==> src/rtl/uart_cmd_parser_pkg.sv <==
// Shared types and constants for the UART command parser.
// Holds the FSM state encoding, the reply identifiers, the recognised
// command words and the length of each canned reply string.
package uart_cmd_pkg;

  // FSM states, kept as plain constants so older tools see a fixed encoding
  typedef logic [1:0] state_t;
  localparam state_t S_RECV  = 2'd0;
  localparam state_t S_GAP   = 2'd1;
  localparam state_t S_PARSE = 2'd2;
  localparam state_t S_REPLY = 2'd3;

  // Which canned reply string to send back
  typedef enum logic [1:0] {
    RPL_OK   = 2'd0,
    RPL_PONG = 2'd1,
    RPL_ERR  = 2'd2
  } reply_id_t;

  // Byte position inside a reply string (longest reply is 6 bytes)
  typedef logic [2:0] reply_idx_t;

  // Recognised commands, first received byte in the most significant position
  localparam logic [31:0] CMD_TEST = 32'h54455354;
  localparam logic [31:0] CMD_PING = 32'h50494E47;

  // Reply lengths: "OK\r\n", "PONG\r\n", "ERR\r\n"
  localparam int RPL_OK_LEN   = 4;
  localparam int RPL_PONG_LEN = 6;
  localparam int RPL_ERR_LEN  = 5;

endpackage

==> src/rtl/uart_cmd_parser_if.sv <==
// FIFO-side bundle of the UART command parser: RX FIFO pop interface and
// TX FIFO push interface. The parser is the master (it issues pops and
// pushes); the UART FIFOs are the slave.
interface uart_cmd_parser_if;

  logic       rx_fifo_empty;
  logic [7:0] rx_fifo_data_out;
  logic       rx_fifo_read_en;
  logic       tx_fifo_full;
  logic [7:0] tx_fifo_data_in;
  logic       tx_fifo_write_en;

  modport master (
    input  rx_fifo_empty,
    input  rx_fifo_data_out,
    input  tx_fifo_full,
    output rx_fifo_read_en,
    output tx_fifo_data_in,
    output tx_fifo_write_en
  );

  modport slave (
    output rx_fifo_empty,
    output rx_fifo_data_out,
    output tx_fifo_full,
    input  rx_fifo_read_en,
    input  tx_fifo_data_in,
    input  tx_fifo_write_en
  );

endinterface

==> src/rtl/uart_cmd_parser_reply_rom.sv <==
// Reply string lookup: maps (reply id, byte index) to the ASCII byte to
// send and flags the final byte of the string. Purely combinational.
module cmd_reply_rom
  import uart_cmd_pkg::*;
(
  input  reply_id_t  reply_id,
  input  reply_idx_t reply_idx,
  output logic [7:0] reply_byte,
  output logic       reply_last
);

  // Table lookup with the end-of-string flag derived from each reply length
  always_comb begin
    reply_byte = 8'h00;
    reply_last = 1'b0;
    case (reply_id)
      RPL_OK: begin
        case (reply_idx)
          3'd0:    reply_byte = 8'h4F;
          3'd1:    reply_byte = 8'h4B;
          3'd2:    reply_byte = 8'h0D;
          3'd3:    reply_byte = 8'h0A;
          default: reply_byte = 8'h00;
        endcase
        reply_last = (reply_idx == 3'(RPL_OK_LEN - 1));
      end
      RPL_PONG: begin
        case (reply_idx)
          3'd0:    reply_byte = 8'h50;
          3'd1:    reply_byte = 8'h4F;
          3'd2:    reply_byte = 8'h4E;
          3'd3:    reply_byte = 8'h47;
          3'd4:    reply_byte = 8'h0D;
          3'd5:    reply_byte = 8'h0A;
          default: reply_byte = 8'h00;
        endcase
        reply_last = (reply_idx == 3'(RPL_PONG_LEN - 1));
      end
      RPL_ERR: begin
        case (reply_idx)
          3'd0:    reply_byte = 8'h45;
          3'd1:    reply_byte = 8'h52;
          3'd2:    reply_byte = 8'h52;
          3'd3:    reply_byte = 8'h0D;
          3'd4:    reply_byte = 8'h0A;
          default: reply_byte = 8'h00;
        endcase
        reply_last = (reply_idx == 3'(RPL_ERR_LEN - 1));
      end
      default: begin
        reply_byte = 8'h00;
        reply_last = 1'b1;
      end
    endcase
  end

endmodule

==> src/rtl/uart_cmd_parser.sv <==
// UART command parser: pops fixed-length ASCII frames from the RX FIFO,
// matches them against "TEST"/"PING", pushes the reply string into the TX
// FIFO and flips a pass or fail toggle for the debug pins.
// A partial frame is dropped after TIMEOUT_MS of RX silence.
// Optional build macro UART_CMD_ECHO_EN: echo every popped byte to TX
// ahead of the reply.
module uart_cmd_parser
  import uart_cmd_pkg::*;
#(
  parameter int CLOCK_FREQUENCY = 27000000,
  parameter int CMD_LENGTH      = 4,
  parameter int TIMEOUT_MS      = 10
) (
  input  logic                   clock,
  input  logic                   reset,
  uart_cmd_parser_if.master      bus,
  output logic                   cmd_pass_toggle,
  output logic                   cmd_fail_toggle,
  output logic [7:0]             cmd_count
);

  localparam int TIMEOUT_CYCLES = (CLOCK_FREQUENCY / 1000) * TIMEOUT_MS;
  localparam int TW = $clog2(TIMEOUT_CYCLES + 1);
  localparam int IW = (CMD_LENGTH > 1) ? $clog2(CMD_LENGTH) : 1;

  state_t                     state_q;
  logic [IW-1:0]              index_q;
  logic [TW-1:0]              timeout_q;
  logic [7:0]                 frame_buf [CMD_LENGTH];
  logic [CMD_LENGTH*8-1:0]    frame_word;
  reply_id_t                  reply_id_q;
  reply_idx_t                 reply_idx_q;
  reply_id_t                  match_id;
  logic [7:0]                 rom_byte;
  logic                       rom_last;
  logic                       pop;
  logic                       reply_wr;
  logic                       gap_advance;
`ifdef UART_CMD_ECHO_EN
  logic                       echo_wr;
`endif

  cmd_reply_rom u_rom (
    .reply_id   (reply_id_q),
    .reply_idx  (reply_idx_q),
    .reply_byte (rom_byte),
    .reply_last (rom_last)
  );

  // FIFO strobes are combinational so they always reflect this cycle's flags; reset silences them
  always_comb begin
    pop      = !reset && (state_q == S_RECV) && !bus.rx_fifo_empty;
    reply_wr = !reset && (state_q == S_REPLY) && !bus.tx_fifo_full;
`ifdef UART_CMD_ECHO_EN
    echo_wr     = !reset && (state_q == S_GAP) && !bus.tx_fifo_full;
    gap_advance = echo_wr;
`else
    gap_advance = 1'b1;
`endif
  end

  // Drive the FIFO-side outputs; echo (when built in) shares the TX push port in S_GAP
  always_comb begin
    bus.rx_fifo_read_en  = pop;
    bus.tx_fifo_write_en = reply_wr;
    bus.tx_fifo_data_in  = reply_wr ? rom_byte : 8'h00;
`ifdef UART_CMD_ECHO_EN
    if (echo_wr) begin
      bus.tx_fifo_write_en = 1'b1;
      bus.tx_fifo_data_in  = frame_buf[index_q];
    end
`endif
  end

  // Flatten the frame with the first received byte in the top byte lane and classify it
  always_comb begin
    frame_word = '0;
    for (int i = 0; i < CMD_LENGTH; i++) begin
      frame_word[(CMD_LENGTH-1-i)*8 +: 8] = frame_buf[i];
    end
    if (frame_word == (CMD_LENGTH*8)'(CMD_TEST)) begin
      match_id = RPL_OK;
    end else if (frame_word == (CMD_LENGTH*8)'(CMD_PING)) begin
      match_id = RPL_PONG;
    end else begin
      match_id = RPL_ERR;
    end
  end

  // Capture each popped byte into its frame slot; contents are don't-care until a frame completes
  always_ff @(posedge clock) begin
    if (pop) begin
      frame_buf[index_q] <= bus.rx_fifo_data_out;
    end
  end

  // Main sequencer: receive with inter-byte timeout, settle gap, classify, then stream the reply
  always_ff @(posedge clock) begin
    if (reset) begin
      state_q         <= S_RECV;
      index_q         <= '0;
      timeout_q       <= '0;
      reply_id_q      <= RPL_OK;
      reply_idx_q     <= '0;
      cmd_pass_toggle <= 1'b0;
      cmd_fail_toggle <= 1'b0;
      cmd_count       <= 8'h00;
    end else begin
      case (state_q)
        S_RECV: begin
          if (pop) begin
            timeout_q <= '0;
            state_q   <= S_GAP;
          end else if (index_q != '0) begin
            if (timeout_q == TW'(TIMEOUT_CYCLES - 1)) begin
              index_q   <= '0;
              timeout_q <= '0;
            end else begin
              timeout_q <= timeout_q + TW'(1);
            end
          end
        end
        S_GAP: begin
          if (gap_advance) begin
            if (index_q == IW'(CMD_LENGTH - 1)) begin
              index_q <= '0;
              state_q <= S_PARSE;
            end else begin
              index_q <= index_q + IW'(1);
              state_q <= S_RECV;
            end
          end
        end
        S_PARSE: begin
          reply_id_q  <= match_id;
          reply_idx_q <= '0;
          cmd_count   <= cmd_count + 8'd1;
          if (match_id == RPL_ERR) begin
            cmd_fail_toggle <= ~cmd_fail_toggle;
          end else begin
            cmd_pass_toggle <= ~cmd_pass_toggle;
          end
          state_q <= S_REPLY;
        end
        S_REPLY: begin
          if (reply_wr) begin
            if (rom_last) begin
              reply_idx_q <= '0;
              state_q     <= S_RECV;
            end else begin
              reply_idx_q <= reply_idx_q + 3'd1;
            end
          end
        end
        default: begin
          state_q <= S_RECV;
        end
      endcase
    end
  end

endmodule

==> src/flat_wrapper.sv <==
// flat-port wrapper written by rule: the top's interface ports become plain ports
module uart_cmd_parser_flat import uart_cmd_pkg::*;
#(
  parameter int CLOCK_FREQUENCY = 27000000,
  parameter int CMD_LENGTH      = 4,
  parameter int TIMEOUT_MS      = 10
)
  (clock, reset, cmd_pass_toggle, cmd_fail_toggle, cmd_count, bus_rx_fifo_empty, bus_rx_fifo_data_out, bus_tx_fifo_full, bus_rx_fifo_read_en, bus_tx_fifo_data_in, bus_tx_fifo_write_en);
  uart_cmd_parser_if bus_i ();
  input  logic clock;
  input  logic reset;
  output logic cmd_pass_toggle;
  output logic cmd_fail_toggle;
  output logic [7:0] cmd_count;
  input wire logic [$bits(bus_i.rx_fifo_empty)-1:0] bus_rx_fifo_empty;
  input wire logic [$bits(bus_i.rx_fifo_data_out)-1:0] bus_rx_fifo_data_out;
  input wire logic [$bits(bus_i.tx_fifo_full)-1:0] bus_tx_fifo_full;
  output wire logic [$bits(bus_i.rx_fifo_read_en)-1:0] bus_rx_fifo_read_en;
  output wire logic [$bits(bus_i.tx_fifo_data_in)-1:0] bus_tx_fifo_data_in;
  output wire logic [$bits(bus_i.tx_fifo_write_en)-1:0] bus_tx_fifo_write_en;
  assign bus_i.rx_fifo_empty = bus_rx_fifo_empty;
  assign bus_i.rx_fifo_data_out = bus_rx_fifo_data_out;
  assign bus_i.tx_fifo_full = bus_tx_fifo_full;
  assign bus_rx_fifo_read_en = bus_i.rx_fifo_read_en;
  assign bus_tx_fifo_data_in = bus_i.tx_fifo_data_in;
  assign bus_tx_fifo_write_en = bus_i.tx_fifo_write_en;
  uart_cmd_parser #(.CLOCK_FREQUENCY(CLOCK_FREQUENCY), .CMD_LENGTH(CMD_LENGTH), .TIMEOUT_MS(TIMEOUT_MS)) u_core (.clock(clock), .reset(reset), .bus(bus_i), .cmd_pass_toggle(cmd_pass_toggle), .cmd_fail_toggle(cmd_fail_toggle), .cmd_count(cmd_count));
endmodule
==> config.mk <==
export PLATFORM = sky130hd
export DESIGN_NAME = uart_cmd_parser_flat
export DESIGN_NICKNAME = d
export VERILOG_FILES = /design/src/rtl/uart_cmd_parser_pkg.sv /design/src/rtl/uart_cmd_parser_if.sv /design/src/rtl/uart_cmd_parser_reply_rom.sv /design/src/rtl/uart_cmd_parser.sv /design/src/flat_wrapper.sv
export SDC_FILE = /design/constraint.sdc
export NUM_CORES = 1
export LEC_CHECK = 0
export CAP_MARGIN = 30
export CORE_MARGIN = 2
export CORE_UTILIZATION = 40
export CTS_BUF_LIST = sky130_fd_sc_hd__clkbuf_16
export DETAILED_ROUTE_END_ITERATION = 10
export SYNTH_ARGS = -nofsm -noshare
export SYNTH_HDL_FRONTEND = slang
export SYNTH_HIERARCHICAL = 1
export SYNTH_SLANG_ARGS = --single-unit
==> constraint.sdc <==
create_clock -name clock -period 3.3 [get_ports clock]
set_input_delay 0.825 -clock clock [delete_from_list [all_inputs] [get_ports clock]]
set_output_delay 0.825 -clock clock [all_outputs]
set_load 0.01 [all_outputs]
After elaboration in Yosys (flattened, before gate mapping). Memory sizes are Yosys's and may differ from the RTL's. Cells that the tools add are included.

Output and inout bits: 20. Register bits after elaboration: 38. Memory bits (writable): 32. Bits of input ports: 12. Word-level logic and storage cells: 84. Memories: 1.

Memory list: u_core.frame_buf (words 4, bits a word 8, rd ports 4, clocked after Yosys merged registers in 0, wr ports 1, RTL line uart_cmd_parser.sv:29) `logic [7:0] frame_buf [CMD_LENGTH];`.

Reductions and logical operators: 21. Bitwise logic cells: 3. Add/subtract/negate cells: 4. Equality and inequality tests: 21. Mux-type cells: 26.

Operator list (number): equality test 32 x 31 -> 1 bit (second input constant) (2); two-way mux 19 bit (3); one-hot mux 7 bit (4 select lines) (2); one-hot mux 7 bit (6 select lines) (1); one-hot mux 8 bit (3 select lines) (1); two-way mux 2 bit (10); adder 19 x 1 -> 19 bit (second input constant) (1); equality test 19 bit (second input constant) (1); equality test 2 bit (second input constant) (5); adder 8 x 1 -> 8 bit (second input constant) (1); two-way mux 8 bit (1); != test 2 bit (second input constant) (4); one-hot mux 2 bit (4 select lines) (1); AND reduction 2 bit (4); nonzero test 2 bit (4); equality test 3 x 2 -> 1 bit (second input constant) (2); equality test 3 bit (second input constant) (2); two-way mux 3 bit (2); one-hot mux 3 bit (2 select lines) (1); equality test 2 x 1 -> 1 bit (second input constant) (2); logical AND 1 bit (4); zero test 2 bit (2); != test 2 x 1 -> 1 bit (second input constant) (2); one-hot mux 2 bit (2 select lines) (1); 11 further kinds (16).

Depth between registers and ports, before layout. An unclocked memory read counts as a cell.

Depth in word-level cells: 7. Gate-level depth with buffers: 9. Gate-level depth less buffers: 8.

Hierarchy. The synthesis kept the hierarchy.

By module, submodules not included: uart_cmd_parser (sequential area each 1721.7 um^2, times used 1, cells an instance 303, area each 3135.5 um^2); cmd_reply_rom (sequential area each 0.0 um^2, times used 1, cells an instance 52, area each 317.8 um^2).

Worst setup path before layout. Ideal clock, no wire load.

Path kind: input port to output port. Start: input reset. End: output bus_tx_fifo_data_in[0]. Data required time: 2475 ps. Arrival time: 1858 ps. Cell stages on the path: 4. Buffers on the path: 2. Slack: 617 ps. Path through: clkbuf_1 nor4bb_1 clkbuf_1 and2_1.

Word-level cells in the longest chain between the ends: 4.

RTL lines: from (decl) (RTL line flat_wrapper.sv:11) `input logic reset;`; zero test 1 bit (RTL line uart_cmd_parser.sv:53) `reply_wr = !reset && (state_q == S_REPLY) && !bus.tx_fifo_full;`; logical AND 1 bit (2 in a row) (RTL line uart_cmd_parser.sv:53); named net bus_tx_fifo_write_en (RTL line flat_wrapper.sv:20) `output wire logic [$bits(bus_i.tx_fifo_write_en)-1:0] bus_tx_fifo_write_en;`; two-way mux 8 bit (RTL line uart_cmd_parser.sv:66) `bus.tx_fifo_data_in = reply_wr ? rom_byte : 8'h00;`; to (decl) (RTL line flat_wrapper.sv:19) `output wire logic [$bits(bus_i.tx_fifo_data_in)-1:0] bus_tx_fifo_data_in;`.

The timed path passes the listed nets, and every way through them passes these cells.

Final worst setup path.
Start: input reset. End: output bus_tx_fifo_data_in[1].

Word-level cells in the longest chain between the ends: 4.

RTL lines (RTL line): zero test 1 bit (uart_cmd_parser.sv:53); logical AND 1 bit (2 in a row) (uart_cmd_parser.sv:53); two-way mux 8 bit (uart_cmd_parser.sv:66).

No other way between the ends.

==> impl_metrics.prom <==
# TYPE chip_impl_metric gauge
chip_impl_info{name="run_status",value="complete, no violations"} 1
chip_impl_metric{name="synthXorXnorAreaFrac",unit=""} 0.0254
chip_impl_info{name="worst_hold_path_type",value="flop to flop"} 1
chip_impl_metric{name="grt.total_usage",unit=""} 0.162
chip_impl_info{name="crit_end_element",value="output port"} 1
chip_impl_metric{name="postRouteAntennaNets",unit=""} 0
chip_impl_metric{name="vias_per_cell",unit=""} 5.43
chip_impl_metric{name="die_area",unit="µm²"} 9390
chip_impl_info{name="worst_hold_startpoint",value="u_core/timeout_q[18]$_SDFFE_PP0P_"} 1
chip_impl_metric{name="final_critical_path_setup_slack",unit="ps"} 76.2
chip_impl_metric{name="total_number_of_placement_rows",unit=""} 33
chip_impl_info{name="crit_path_start",value="reset"} 1
chip_impl_metric{name="synth_compound_gate_area_share",unit=""} 0.148
chip_impl_metric{name="setup_violations",unit=""} 0
chip_impl_info{name="crit_slowest_cell",value="sky130_fd_sc_hd__clkdlybuf4s50_1"} 1
chip_impl_metric{name="vias_in_the_first_global_route",unit=""} 2526
chip_impl_metric{name="pwr_density",unit="nW/µm²"} 476
chip_impl_metric{name="yosys.area_share.adder",unit=""} 0.0254
chip_impl_metric{name="synth-warning-count",unit=""} 6
chip_impl_metric{name="period_share",unit=""} 0.977
chip_impl_metric{name="count_of_flip_flops_with_a_built_in_enable_after_synthesis",unit=""} 32
chip_impl_metric{name="post_synth_inst_count",unit=""} 355
chip_impl_info{name="most_frequent_cell_on_the_critical_path",value="sky130_fd_sc_hd__clkdlybuf4s50_1"} 1
chip_impl_metric{name="area_overhead_of_the_layout_relative_to_synthesis",unit="%"} 20.9
chip_impl_metric{name="initialDrtViolationCount",unit=""} 120
chip_impl_metric{name="clock_insertion_delay_worst_skew",unit="ps"} 330
chip_impl_metric{name="drt_wl_total",unit="µm"} 7280
chip_impl_metric{name="slowest_stage_delay_on_critical_path",unit="ps"} 530
chip_impl_metric{name="core",unit="µm²"} 8300
chip_impl_metric{name="detail_route.drc_violations",unit=""} 0
chip_impl_metric{name="num_antenna_cells",unit=""} 0
chip_impl_metric{name="worst-path-max-fanout",unit=""} 8
chip_impl_metric{name="io_buf_count",unit=""} 29
chip_impl_metric{name="grt_start_max_net_pins",unit=""} 37
chip_impl_metric{name="synth_mux_area_frac",unit=""} 0
chip_impl_metric{name="globalRoute.totalOverflow",unit=""} 0
chip_impl_metric{name="cts.reportedPaths.clkPinSlew",unit="ps"} 60
chip_impl_info{name="r2r_start",value="u_core/timeout_q[9]$_SDFFE_PP0P_"} 1
chip_impl_metric{name="critPathArrivalTime",unit="ps"} 2400
chip_impl_info{name="clk_root_buffer_cell",value="sky130_fd_sc_hd__clkbuf_16"} 1
chip_impl_info{name="timing.critical_path.from_type",value="primary input"} 1
chip_impl_metric{name="mean_cell_area_of_the_mapped_netlist",unit="µm²"} 9.73
chip_impl_metric{name="finalCriticalPeriod",unit="ps"} 3220
chip_impl_metric{name="max_buffers_root_to_sink",unit=""} 2
chip_impl_metric{name="worst_pin_slew",unit="ps"} 548
chip_impl_metric{name="whs",unit="ps"} 491
chip_impl_info{name="tritoncts",value="done"} 1
chip_impl_metric{name="post_dp_cell_area",unit="µm²"} 3840
chip_impl_metric{name="post-route-cell-area",unit="µm²"} 4170
chip_impl_metric{name="ir_drop",unit="V"} 0.000254
chip_impl_metric{name="htree_levels",unit=""} 3
chip_impl_metric{name="number_of_antenna_violations_at_the_first_check_in_global_routing",unit=""} 0
chip_impl_metric{name="timing.critical_path.buf_inv",unit=""} 3
chip_impl_metric{name="worstRegToRegCells",unit=""} 5
chip_impl_metric{name="max_slew_headroom",unit=""} 0.634
chip_impl_metric{name="asyncSetResetFlopFracSynth",unit=""} 0
chip_impl_metric{name="rrSetupSlack",unit="ps"} 1180
chip_impl_metric{name="wire_length_of_the_first_global_routing_pass",unit="µm"} 12500
chip_impl_metric{name="post-dp-hpwl",unit="µm"} 4940
chip_impl_metric{name="cap_violations",unit=""} 0
chip_impl_metric{name="synthSimpleGateAreaFrac",unit=""} 0.268
chip_impl_info{name="crit_path_cell_trace",value="clkdlybuf4s50_1 -> nor4bb_1 -> buf_4 -> and2_1 -> clkdlybuf4s50_1"} 1
chip_impl_metric{name="design.final.nets",unit=""} 405
chip_impl_metric{name="finClkSkew",unit="ps"} 5.49
chip_impl_info{name="largest_family_of_logic_cells_by_synthesized_area",value="simple AND/OR/NAND/NOR gates"} 1
chip_impl_metric{name="final-hold-violation-count",unit=""} 0
chip_impl_metric{name="ys_ff_latch",unit=""} 70
chip_impl_metric{name="drive_above_1_share",unit=""} 0.107
chip_impl_metric{name="highest_attainable_clock_frequency",unit="MHz"} 310
chip_impl_metric{name="initial_utilization",unit=""} 0.416
chip_impl_metric{name="die_height",unit="µm"} 96.9
chip_impl_metric{name="cts_hold_repair.buffers",unit=""} 0
chip_impl_metric{name="firstDrtPassIters",unit=""} 4
chip_impl_metric{name="wire_per_inst",unit="µm"} 14.7
chip_impl_metric{name="numCtsBuffers",unit=""} 9
chip_impl_metric{name="setup-tns-final",unit="ps"} 0
chip_impl_metric{name="global_placer_s_final_weighted_congestion",unit=""} 0.875
chip_impl_metric{name="total_leakage_power",unit="nW"} 1.44
chip_impl_metric{name="synth.lib_cells_used.distinct",unit=""} 56
chip_impl_info{name="critical_path_class",value="primary input to output port"} 1
chip_impl_metric{name="pre_cts_ws",unit="ps"} 29.3
chip_impl_metric{name="yosysSeqAreaShare",unit=""} 0.499
chip_impl_metric{name="mapped_area",unit="µm²"} 3450
chip_impl_metric{name="crit_required",unit="ps"} 2470
chip_impl_info{name="holdPathEnd",value="u_core/timeout_q[18]$_SDFFE_PP0P_"} 1
chip_impl_metric{name="top_level_ports",unit=""} 32
chip_impl_info{name="postSynth.topFlopCell",value="sky130_fd_sc_hd__dfxtp_1"} 1
chip_impl_metric{name="final-max-slew-violation-count",unit=""} 0
chip_impl_metric{name="worstHoldPathCells",unit=""} 1
chip_impl_metric{name="detailroute.via_count",unit=""} 2693
chip_impl_info{name="path_delay_family",value="buffers and inverters"} 1
chip_impl_metric{name="cts_sinks",unit=""} 70
chip_impl_info{name="rr_endpoint",value="u_core/timeout_q[18]$_SDFFE_PP0P_"} 1
chip_impl_metric{name="die_x",unit="µm"} 96.9
==> metal layers <==
metal / up-vias / share of wire / GRT usage
li1: 1381 / - / -
met1: 1267 / 0.49 / 0.218
met2: 39 / 0.47 / 0.257
met3: 6 / 0.029 / 0.0448
met4: 0 / 0.0097 / 0.0466
met5: - / 0 / 0
==> logic make-up after synthesis <==
group                    count (synthesis)
AO/OA/AOI/OAI                           78
other                                    1
AND/OR/NAND/NOR                        163
flip-flops                              70
buffers and inverters                   26
XOR/XNOR                                10
adder cells (fa/ha/maj)                  7
==> placed cells by master (no fill, tap or decap), types with 11 or more instances in the layout <==
master,netlist,final
sky130_fd_sc_hd__dfxtp_1,38,37
sky130_fd_sc_hd__nand2_1,33,33
sky130_fd_sc_hd__nor2_1,32,32
sky130_fd_sc_hd__edfxtp_1,32,32
sky130_fd_sc_hd__clkdlybuf4s50_1,0,26
sky130_fd_sc_hd__a21oi_1,22,22
sky130_fd_sc_hd__o21ai_0,18,18
sky130_fd_sc_hd__a31oi_1,16,16
sky130_fd_sc_hd__and2_1,15,15
sky130_fd_sc_hd__nand3_1,11,11
sky130_fd_sc_hd__nand4_1,11,11
==> registers in the layout (all words and copies together) (netlist names), named ones only <==
name and count:
u_core/index_q 2, u_core/frame_buf 32, u_core/cmd_fail_toggle 1, u_core/reply_id_q 2
u_core/cmd_pass_toggle 1, u_core/timeout_q 19, u_core/state_q 1, u_core/reply_idx_q 3
u_core/cmd_count 8
==> Yosys cell counts (2+ instances only) <==
master,count,area (µm²)
sky130_fd_sc_hd__nor4_1,2,12.5
sky130_fd_sc_hd__or2_2,2,12.5
sky130_fd_sc_hd__xor2_1,5,43.8
sky130_fd_sc_hd__buf_2,6,30.0
sky130_fd_sc_hd__and2_1,15,93.8
sky130_fd_sc_hd__inv_1,6,22.5
sky130_fd_sc_hd__nor2b_1,3,18.8
sky130_fd_sc_hd__dfxtp_1,38,761
sky130_fd_sc_hd__nand4_1,11,68.8
sky130_fd_sc_hd__or3_1,5,31.3
sky130_fd_sc_hd__edfxtp_1,32,961
sky130_fd_sc_hd__nor2_1,32,120
sky130_fd_sc_hd__nor4b_1,5,43.8
sky130_fd_sc_hd__o21ai_0,18,90.1
sky130_fd_sc_hd__nand2b_1,6,37.5
sky130_fd_sc_hd__nand3_1,11,55.1
sky130_fd_sc_hd__nand3b_1,5,37.5
sky130_fd_sc_hd__nor3_1,5,25.0
sky130_fd_sc_hd__a21oi_1,22,110
sky130_fd_sc_hd__or4_1,2,15.0
sky130_fd_sc_hd__clkbuf_1,11,41.3
sky130_fd_sc_hd__a31oi_1,16,100
sky130_fd_sc_hd__nand4b_1,3,26.3
sky130_fd_sc_hd__o211ai_1,3,22.5
sky130_fd_sc_hd__and3_1,3,18.8
sky130_fd_sc_hd__ha_1,7,87.6
sky130_fd_sc_hd__o21ai_1,2,10.0
sky130_fd_sc_hd__a211oi_1,3,22.5
sky130_fd_sc_hd__or2b_1,2,15.0
sky130_fd_sc_hd__buf_4,3,22.5
sky130_fd_sc_hd__nand2_1,33,124
sky130_fd_sc_hd__nor4bb_1,5,50.1
sky130_fd_sc_hd__and3_2,2,15.0
sky130_fd_sc_hd__a41oi_1,4,35.0
sky130_fd_sc_hd__and4_1,2,17.5
sky130_fd_sc_hd__xnor2_1,5,43.8
==> worst max path at each step <==
stage / end / slack [ps] / depth (start not counted)
floorplan: bus_tx_fifo_data_in[0] / 620 / 4
global placement: bus_tx_fifo_data_in[4] / 50 / 5
detailed placement: bus_tx_fifo_data_in[3] / 30 / 5
CTS: bus_tx_fifo_data_in[3] / 30 / 5
global route: bus_tx_fifo_data_in[1] / -40 / 5
finish: bus_tx_fifo_data_in[1] / 80 / 5
==> timing repair <==
action | 4_1_cts | 5_1_grt
setup buffers | 0 | 2
gates resized for setup | 0 | 4
hold endpoints to repair | 0 | 0
endpoints found under the setup margin | 0 | 6
==> per-stage QoR <==
stage / std cells / util / power [W]
detailed placement: 478 / 0.463 / 0.00103
floorplan: 356 / - / 0.000991
CTS: 494 / 0.500 / 0.00202
global placement: 478 / 0.463 / 0.00103
global route: 496 / 0.503 / 0.00207
finish: 496 / 0.503 / 0.00199
==> power breakdown <==
group	total (W)	switching, W	internal, W
combinational	0.0000852	0.0000513	0.0000339
clock	0.000977	0.000380	0.000596
sequential	0.000927	0.00000838	0.000918
total	0.00199	0.000440	0.00155
==> final cells by class <==
| class | instances | area [µm²] |
|---|---|---|
| Fill cell | 779 | 4130 |
| Clock inverter | 7 | 80.1 |
| Sequential cell | 70 | 1720 |
| Timing Repair Buffer | 39 | 373 |
| Clock buffer | 9 | 225 |
| Multi-Input combinational cell | 260 | 1620 |
| Inverter | 6 | 22.5 |
| Tap cell | 105 | 131 |
Note: power is estimated with default switching activity, not from simulation.
